$ cat config.mk
export PLATFORM = sky130hd
export DESIGN_NAME = iram_ctrl
export DESIGN_NICKNAME = d
export VERILOG_FILES = /design/src/rtl/iram_ctrl.sv
export SDC_FILE = /design/constraint.sdc
export NUM_CORES = 1
export LEC_CHECK = 0
export ABC_AREA = 1
export BUFFER_PORTS_ARGS = -buffer_cell sky130_fd_sc_hd__buf_2
export CAP_MARGIN = 25
export CORE_ASPECT_RATIO = 0.75
export CORE_MARGIN = 2
export CORE_UTILIZATION = 35
export DETAILED_ROUTE_END_ITERATION = 10
export PLACE_DENSITY = 0.56
export SLEW_MARGIN = 10
export SYNTH_ARGS = -nofsm -noshare
export SYNTH_HDL_FRONTEND = slang
export SYNTH_SLANG_ARGS = --single-unit
export TNS_END_PERCENT = 5
$ cat constraint.sdc
create_clock -name clk -period 1.5 [get_ports clk]
set_input_delay 0.075 -clock clk [delete_from_list [all_inputs] [get_ports clk]]
set_output_delay 0.075 -clock clk [all_outputs]
set_load 0.01 [all_outputs]
$ cat src/rtl/iram_ctrl.sv
// Instruction-RAM line-fill controller: on a fetch miss, reads one aligned cache line
// from a fixed-latency IRAM and streams the words back to the core.
module iram_ctrl #(
  parameter int PC_SIZE     = 32,
  parameter int WORD_SIZE   = 32,
  parameter int LINE_WORDS  = 4,
  parameter int MEM_LATENCY = 2,
  parameter int CNT_W       = 16
) (
  input  logic                 clk,
  input  logic                 nrst,
  input  logic                 i_miss,
  input  logic [PC_SIZE-1:0]   ram_address,
  output logic [WORD_SIZE-1:0] mem_word,
  output logic                 word_ready,
  output logic                 line_last,
  output logic                 busy,
  output logic                 mem_rd_en,
  output logic [PC_SIZE-3:0]   mem_addr,
  input  logic [WORD_SIZE-1:0] mem_rdata,
  output logic [CNT_W-1:0]     fill_count
);

  localparam int AW = PC_SIZE - 2;
  localparam int CW = $clog2(LINE_WORDS) + 1;
  localparam logic [AW-1:0] LINE_MASK = AW'(LINE_WORDS - 1);
  localparam logic [CW-1:0] CNT_FULL  = CW'(LINE_WORDS);
  localparam logic [CW-1:0] CNT_LAST  = CW'(LINE_WORDS - 1);

  typedef enum logic [2:0] {IDLE, ISSUE, COLLECT, RELEASE, DRAIN} state_t;

  state_t                 state_q, state_d;
  logic [AW-1:0]          base_q, base_d;
  logic [CW-1:0]          issue_cnt_q, issue_cnt_d;
  logic [CW-1:0]          rcv_cnt_q, rcv_cnt_d;
  logic [MEM_LATENCY-1:0] pipe_q, pipe_d;
  logic [WORD_SIZE-1:0]   mem_word_q, mem_word_d;
  logic                   word_ready_q, word_ready_d;
  logic                   line_last_q, line_last_d;
  logic                   busy_q, busy_d;
  logic                   mem_rd_en_q, mem_rd_en_d;
  logic [AW-1:0]          mem_addr_q, mem_addr_d;
  logic [CNT_W-1:0]       fill_count_q, fill_count_d;
  logic [AW-1:0]          line_base;
  logic                   accept;
  logic [1:0]             unused_addr_bits;

  // Byte offset within a word is irrelevant to a word-addressed IRAM.
  assign unused_addr_bits = ram_address[1:0];
  assign line_base        = ram_address[PC_SIZE-1:2] & ~LINE_MASK;

  always_comb begin
    state_d      = state_q;
    base_d       = base_q;
    issue_cnt_d  = issue_cnt_q;
    rcv_cnt_d    = rcv_cnt_q;
    mem_word_d   = mem_word_q;
    word_ready_d = 1'b0;
    line_last_d  = 1'b0;
    mem_rd_en_d  = 1'b0;
    mem_addr_d   = mem_addr_q;
    fill_count_d = fill_count_q;

    // Each issued read walks down the pipe and pops out when its data is on mem_rdata.
    pipe_d    = pipe_q << 1;
    pipe_d[0] = mem_rd_en_q;

    // Responses still in flight after an abort are swallowed, not delivered.
    accept = pipe_q[MEM_LATENCY-1] && (state_q != DRAIN);
    if (accept) begin
      mem_word_d   = mem_rdata;
      word_ready_d = 1'b1;
      rcv_cnt_d    = rcv_cnt_q + 1'b1;
      if (rcv_cnt_q == CNT_LAST) begin
        line_last_d = 1'b1;
        if (fill_count_q != {CNT_W{1'b1}}) fill_count_d = fill_count_q + 1'b1;
      end
    end

    case (state_q)
      IDLE: begin
        if (i_miss) begin
          base_d      = line_base;
          issue_cnt_d = CW'(1);
          rcv_cnt_d   = '0;
          mem_rd_en_d = 1'b1;
          mem_addr_d  = line_base;
          state_d     = ISSUE;
        end
      end
      ISSUE: begin
        if (!i_miss) begin
          state_d = DRAIN;
        end else if (issue_cnt_q == CNT_FULL) begin
          state_d = COLLECT;
        end else begin
          mem_rd_en_d = 1'b1;
          mem_addr_d  = base_q + AW'(issue_cnt_q);
          issue_cnt_d = issue_cnt_q + 1'b1;
        end
      end
      COLLECT: begin
        if (!i_miss) state_d = DRAIN;
        else if (accept && (rcv_cnt_q == CNT_LAST)) state_d = RELEASE;
      end
      RELEASE: begin
        if (!i_miss) state_d = IDLE;
      end
      DRAIN: begin
        if (pipe_d == '0) state_d = IDLE;
      end
      default: state_d = IDLE;
    endcase

    busy_d = (state_d != IDLE);
  end

  always_ff @(posedge clk) begin
    if (!nrst) begin
      state_q      <= IDLE;
      base_q       <= '0;
      issue_cnt_q  <= '0;
      rcv_cnt_q    <= '0;
      pipe_q       <= '0;
      mem_word_q   <= '0;
      word_ready_q <= 1'b0;
      line_last_q  <= 1'b0;
      busy_q       <= 1'b0;
      mem_rd_en_q  <= 1'b0;
      mem_addr_q   <= '0;
      fill_count_q <= '0;
    end else begin
      state_q      <= state_d;
      base_q       <= base_d;
      issue_cnt_q  <= issue_cnt_d;
      rcv_cnt_q    <= rcv_cnt_d;
      pipe_q       <= pipe_d;
      mem_word_q   <= mem_word_d;
      word_ready_q <= word_ready_d;
      line_last_q  <= line_last_d;
      busy_q       <= busy_d;
      mem_rd_en_q  <= mem_rd_en_d;
      mem_addr_q   <= mem_addr_d;
      fill_count_q <= fill_count_d;
    end
  end

  assign mem_word   = mem_word_q;
  assign word_ready = word_ready_q;
  assign line_last  = line_last_q;
  assign busy       = busy_q;
  assign mem_rd_en  = mem_rd_en_q;
  assign mem_addr   = mem_addr_q;
  assign fill_count = fill_count_q;

endmodule

==> results of run 1 <==
state kept, by name (all words and copies together) (netlist names):
signal       count
mem_word        32
mem_addr        30
base_q          28
fill_count      16
issue_cnt_q      3
rcv_cnt_q        3
state_q          3
pipe_q           2
busy             1
line_last        1
mem_rd_en        1
word_ready       1
worst min path at each step:
stage                   endpoint       startpoint  slack (ps)  cells past startpoint
detailed placement  mem_word[25]    mem_rdata[25]         330                      3
CTS                    pipe_q[0]             nrst          40                      3
finish                 pipe_q[0]             nrst          50                      3
global placement    mem_word[21]    mem_rdata[21]         330                      3
floorplan           mem_addr[23]  ram_address[25]         230                      2
global route           pipe_q[1]             nrst          80                      3
power by group through the flow:
stage / logic [mW] / clock network, mW / registers (mW)
5_1_grt: 1.45 / 4.33 / 3.59
6_report: 1.32 / 4.13 / 3.56
3_3_place_gp: 1.08 / 0 / 3.62
2_1_floorplan: 0.533 / 0 / 3.65
4_1_cts: 1.23 / 4.19 / 3.56
3_5_place_dp: 1.08 / 0 / 3.62
repair_timing:
action,in CTS,in global routing
cloned,0,2
hold endpoints to repair,80,0
buffers inserted,2,6
endpoints found under the setup margin,33,73
hold buffers,61,0
pin swaps,5,16
resized for setup,26,44
worst max-delay path: cells and delay by family (launching register included):
family / cells / cell delay [ps]
compound gates: 3 / 490
flops: 1 / 330
buf+inv: 3 / 330
fa+ha+maj: 1 / 150
simple gates: 2 / 120
kinds of logic after synthesis:
logic type	Yosys count	synth area share (%)
AOI/OAI and AO/OA	189	17.8
xor gates and xnor gates	18	2.82
adders and majority gates	7	1.56
buffers and inverters	96	7.22
DFF	121	43.3
and+or+nand+nor	368	27.3
area by class of cell:
class	count	area (um^2)
Fill cell	1537	6910
Multi-Input combinational cell	582	2970
Sequential cell	121	2430
Timing Repair Buffer	285	2030
Clock buffer	19	453
Tap cell	205	256
Inverter	58	230
Clock inverter	13	143
layout by cell type (no fill, tap or decap), drive strengths merged, types with 2 or more instances in the layout:
master,Yosys,final
a211oi,2,2
a21oi,77,77
a31oi,3,3
buf,14,223
bufinv,0,2
clkbuf,24,20
clkinv,2,8
clkinvlp,0,3
dfxtp,121,121
dlygate4sd3,0,61
ha,7,7
inv,56,58
nand2,153,153
nand3,40,40
nand3b,2,2
nand4,6,6
nor2,157,157
nor3,8,8
o211ai,2,2
o21a,7,7
o21ai,96,96
xnor2,4,4
xor2,14,14
layer usage:
layer / vias up / share of wire, %
met3: 22 / 6.4
met2: 189 / 41
met5: - / 0
li1: 3150 / -
met4: 0 / 1.3
met1: 2694 / 52
stage by stage:
step           worst slack (ps)  hold WS (ps)  util, %  TNS [ps]
5_1_grt                    -149          79.3     55.2     -3520
3_5_place_dp               -123           330     45.3     -1870
4_1_cts                   -17.0          40.2     53.8     -98.6
6_report                  -63.4          51.5     55.2      -563
2_1_floorplan             -9.93           232        -     -28.5
3_3_place_gp              -64.0           325     45.3      -672
==> results.yml, run 1 <==
timing:
  setup_viol_count_final: 23
  period_share_pct: 104
  maxSlewViolCount: 0
  hold_viol: 0
  fin_worst_skew_ps: 9.31
  rsz0062_at_grt: "true"
  fin_crit_ps: 1560
  tightest_slew_ps: 367
  relSlewSlack_pct: 75.6
  finalWorstSetupSlack_ps: -63.4
  timing.fmax_ghz: 0.640
logic_synthesis:
  yosys_warnings: 0
  syn_avg_cell_area_um2: 7.00
  syn_inst: 799
  synthTopCellsByArea: "dfxtp_1 43%, nor2_1 10%, nand2_1 9.9%"
  syn_area_mm2: 0.00560
  yosys.area.top_type: "dfxtp_1"
  ys_seq_elements: 121
  syn_nets: 873
  synthFlopType: "dfxtp_1"
  synth_most_common_cell: "nor2_1"
  synth_top_area_share_pct: 43.3
  async_flop_share_pct: 0
  synth.distinct_cells: 38
  synth_sequential_area_ratio_pct: 43.3
  synth_edf_count: 0
  synth_common_cells: "152 x nor2_1, 148 x nand2_1, 121 x dfxtp_1, 94 x o21ai_0, 77 x a21oi_1"
global_route:
  grt_use_met3_pct: 4.68
  grt_max_degree: 36
  met2_usage_pct: 29.4
  top_usage_layer: "met1"
  antenna_found_initial: 0
  grtUsageTotal_pct: 20.8
  grt_pass1_vias: 5563
  grt_pass1_wl_um: 28200
  met1_usage_pct: 31.3
  overflow: 0
critical_path:
  endpoint: "issue_cnt_q[1]"
  crit_path_end_kind: "flip-flop"
  reg2reg_to: "issue_cnt_q[1]"
  worstPathArrival_ps: 1850
  max_stage_delay_ps: 330
  required_ps: 1790
  timing.rr.start: "issue_cnt_q[0]"
  critPathKind: "flip-flop to flip-flop"
  r2r_slack_ps: -60
  crit_top_cell: "nand2_4"
  cp-start-kind: "flip-flop"
  worstRegToRegCells: 9
  cp_max_fo: 7
  critPathSlowestCell: "dfxtp_2"
  crit_chain: "inv_2 -> ha_4 -> nand2_4 -> nand2_4 -> o21ai_4 -> inv_4 -> buf_4 -> a21oi_2 -> a211oi_2"
  worstSetupStartpoint: "issue_cnt_q[0]"
pwr:
  leakagePower_nw: 3.72
  seqPwrFrac_pct: 39.5
  intPower_mw: 6.58
  power_density_mw_per_mm2: 1060
  p_sw_share_pct: 26.9
  worst_ir_drop_vdd_v: 0.000804
  power_switching_mw: 2.43
  combPwrFrac_pct: 14.6
  total_power_mw: 9.01
  clkPwrFrac_pct: 45.8
job:
  drv_cap: 0
clock_network:
  clk_pin_slew_ps: 60
  cts.path.max_buffers: 2
  clkLatencyLatePin_ps: 430
  cts-root-buf: "clkbuf_16"
  cts-buffers-inserted: 17
  cts_max_level: 4
  clkSinkCount: 121
  cts_tree: "done"
place:
  gp_congestion: 0.865
  dp_cells: 1180
  hpwlAfterDp_um: 12100
  place_area_mm2: 0.00698
  port_buffers: 144
finish:
  layout-drive-gt1-share_pct: 30.7
  final_area_mm2: 0.00851
  nets: 1139
  diodes: 0
  area_delta_synth_final_pct: 52.1
  fin_cells: 1283
route:
  first_iter_violations: 386
  drc: 0
  ant_nets: 0
  num_vias: 6055
  viasPerCell: 4.72
  drt_wl_total_um: 17800
  wire_per_inst_um: 13.9
  drt_pass1_iterations: 4
die:
  die_h_um: 114
  fp.coreArea_mm2: 0.0154
  rows: 39
  chipWidth_um: 150
  start_util_pct: 36.3
  ios: 149
  dieArea_mm2: 0.0170
outcome:
  outcome: "complete, but fails checks"
  violations: "negative setup slack"
worst_hold_path:
  hp-class: "input pin to flip-flop"
(Power assumes the default switching activity.)
==> run 2: changes to the inputs <==
==> constraint.sdc (replaced) <==
create_clock -name clk -period 1.3 [get_ports clk]
set_input_delay 0.065 -clock clk [delete_from_list [all_inputs] [get_ports clk]]
set_output_delay 0.065 -clock clk [all_outputs]
set_load 0.01 [all_outputs]
==> run 2 against run 1 <==
Against the previous run: the flow still finishes with violations (negative setup slack); worst setup slack got worse by 140 ps; register-to-register slack got worse by 140 ps; cell count rose by 2.8%; total power rose by 18%; first-iteration DRC count fell by 2.6%; sequential share of layout area fell by 1.6 points; design area rose by 7.4%; maximum frequency rose by 4.0%; clock-buffer cell count rose by 1; combinational power rose by 27%; global-route usage rose by 1.0 points; flip-flop and latch count did not move; highest routed layer unchanged.
==> results.yml, run 2 (same netlist as run 1, synthesis figures left out) <==
outcome:
  outcome: "complete, but fails checks"
  violations: "negative setup slack"
critical_path:
  cp-start-kind: "flip-flop"
  crit_path_end_kind: "flip-flop"
  cp_max_fo: 5
  worstRegToRegCells: 9
  required_ps: 1650
  worstSetupStartpoint: "issue_cnt_q[2]"
  critPathKind: "flip-flop to flip-flop"
  endpoint: "mem_addr[14]"
  worstPathArrival_ps: 1860
  reg2reg_to: "mem_addr[14]"
  timing.rr.start: "issue_cnt_q[2]"
  r2r_slack_ps: -200
job:
  drv_cap: 0
place:
  pre_cts_slack_ps: -307
  port_buffers: 144
  gp_congestion: 0.840
  hpwlAfterDp_um: 12200
global_route:
  grt_pass1_vias: 5873
  grt_max_degree: 39
  antenna_found_initial: 0
  overflow: 0
  grt_pass1_wl_um: 29400
  grtUsageTotal_pct: 21.8
route:
  viasPerCell: 4.73
  first_iter_violations: 376
  drc: 0
  drt_pass1_iterations: 5
  routed.top_layer: "met4"
  wire_per_inst_um: 13.8
  wl_met2_um: 7650
  num_vias: 6235
  drt_wl_total_um: 18200
  route.met3.wl_um: 1020
  drt-met1-wl_um: 9300
  ant_nets: 0
die:
  dieArea_mm2: 0.0170
  die_h_um: 114
  rows: 39
  fp.coreArea_mm2: 0.0154
  chipWidth_um: 150
  ios: 149
  start_util_pct: 36.3
finish:
  regArea_mm2: 0.00247
  nFillCells: 1431
  diodes: 0
  final_common_cell: "buf_2"
  nets: 1176
  area_delta_synth_final_pct: 63.2
  layout-drive-gt1-share_pct: 36.7
  multi_input_area_mm2: 0.00315
  final_cell_mix: "144 x buf_2, 138 x nand2_1, 132 x nor2_1"
  largest_reg_flops: 32
timing:
  period_share_pct: 116
  maxSlewViolCount: 0
  relSlewSlack_pct: 77.8
  finalWorstSetupSlack_ps: -204
  rsz0062_at_grt: "true"
  tightest_slew_ps: 333
  fin_worst_skew_ps: 5.13
  setup_viol_count_final: 48
  fin_crit_ps: 1500
  hold_viol: 0
  timing.fmax_ghz: 0.665
pwr:
  power_density_mw_per_mm2: 1160
  leakagePower_nw: 4.00
  worst_ir_drop_vdd_v: 0.000880
  total_power_mw: 10.6
clock_network:
  cts_tree: "done"
  cts_max_level: 4
  clkLatencyLatePin_ps: 420
  clk_pin_slew_ps: 60
  cts-root-buf: "clkbuf_16"
  cts-buffers-inserted: 17
  cts.path.max_buffers: 2
  clkSinkCount: 121
worst_hold_path:
  hp-class: "input pin to flip-flop"
  min_path_cells: 3
-- run 2: worst max-delay path: stages (launching register included) --
cell and delay (ps):
dfxtp_4 360, ha_4 160, ha_4 140, nand3_4 90, inv_4 80, nand2_4 70
nor2_4 180, xor2_1 170, nand2_1 80, a21oi_2 110
-- run 2: power breakdown --
group | total, mW | internal (mW) | switching, mW | leakage [nW]
combinational | 1.67 | 0.812 | 0.855 | 2.71
sequential | 4.11 | 3.95 | 0.162 | 1.00
clock | 4.86 | 3.10 | 1.76 | 0.288
total | 10.6 | 7.86 | 2.78 | 4.00
-- run 2: area by class of cell --
type / count / share of cell area [%]
inverter: 58 / 2.70
clock buffer: 20 / 5.00
tap: 205 / 2.81
clock inverter: 11 / 1.60
sequential: 121 / 27.0
multi-input combinational: 582 / 34.5
timing repair buffer: 322 / 26.4
-- run 2: per-layer routing --
layer / vias to the layer above / track usage [%]
met5: - / 0
met4: 0 / 6.42
li1: 3224 / -
met3: 18 / 4.52
met2: 167 / 32.0
met1: 2826 / 32.3
-- run 2: worst min-delay path by stage --
stage | from | endpoint | slack, ps
after floorplan | ram_address[25] | mem_addr[23] | 220
after global routing | nrst | mem_addr[0] | 80
final | nrst | mem_addr[0] | 70
after detailed placement | mem_rdata[29] | mem_word[29] | 320
after CTS | nrst | rcv_cnt_q[0] | 70
after global placement | mem_rdata[18] | mem_word[18] | 310
-- run 2: per-stage QoR --
stage	utilization (%)	std cells	TNS, ps	hold WS (ps)	instance area (um^2)
final	59.3	1319	-4480	67.5	9140
after global routing	59.3	1319	-11480	81.6	9140
after CTS	58.1	1318	-5450	70.3	8960
after detailed placement	48.4	1218	-9990	320	7460
after global placement	48.4	1218	-9100	315	7460
after floorplan	-	799	-3260	222	5770
-- run 2: what timing repair did --
| item | in CTS | in global routing |
|---|---|---|
| pin swaps | 24 | 21 |
| endpoints found under the hold margin | 81 | 0 |
| cloned | 2 | 1 |
| buffers inserted | 6 | 1 |
| setup endpoints to repair | 110 | 110 |
| gates resized for setup | 47 | 66 |
| hold buffers | 61 | 0 |
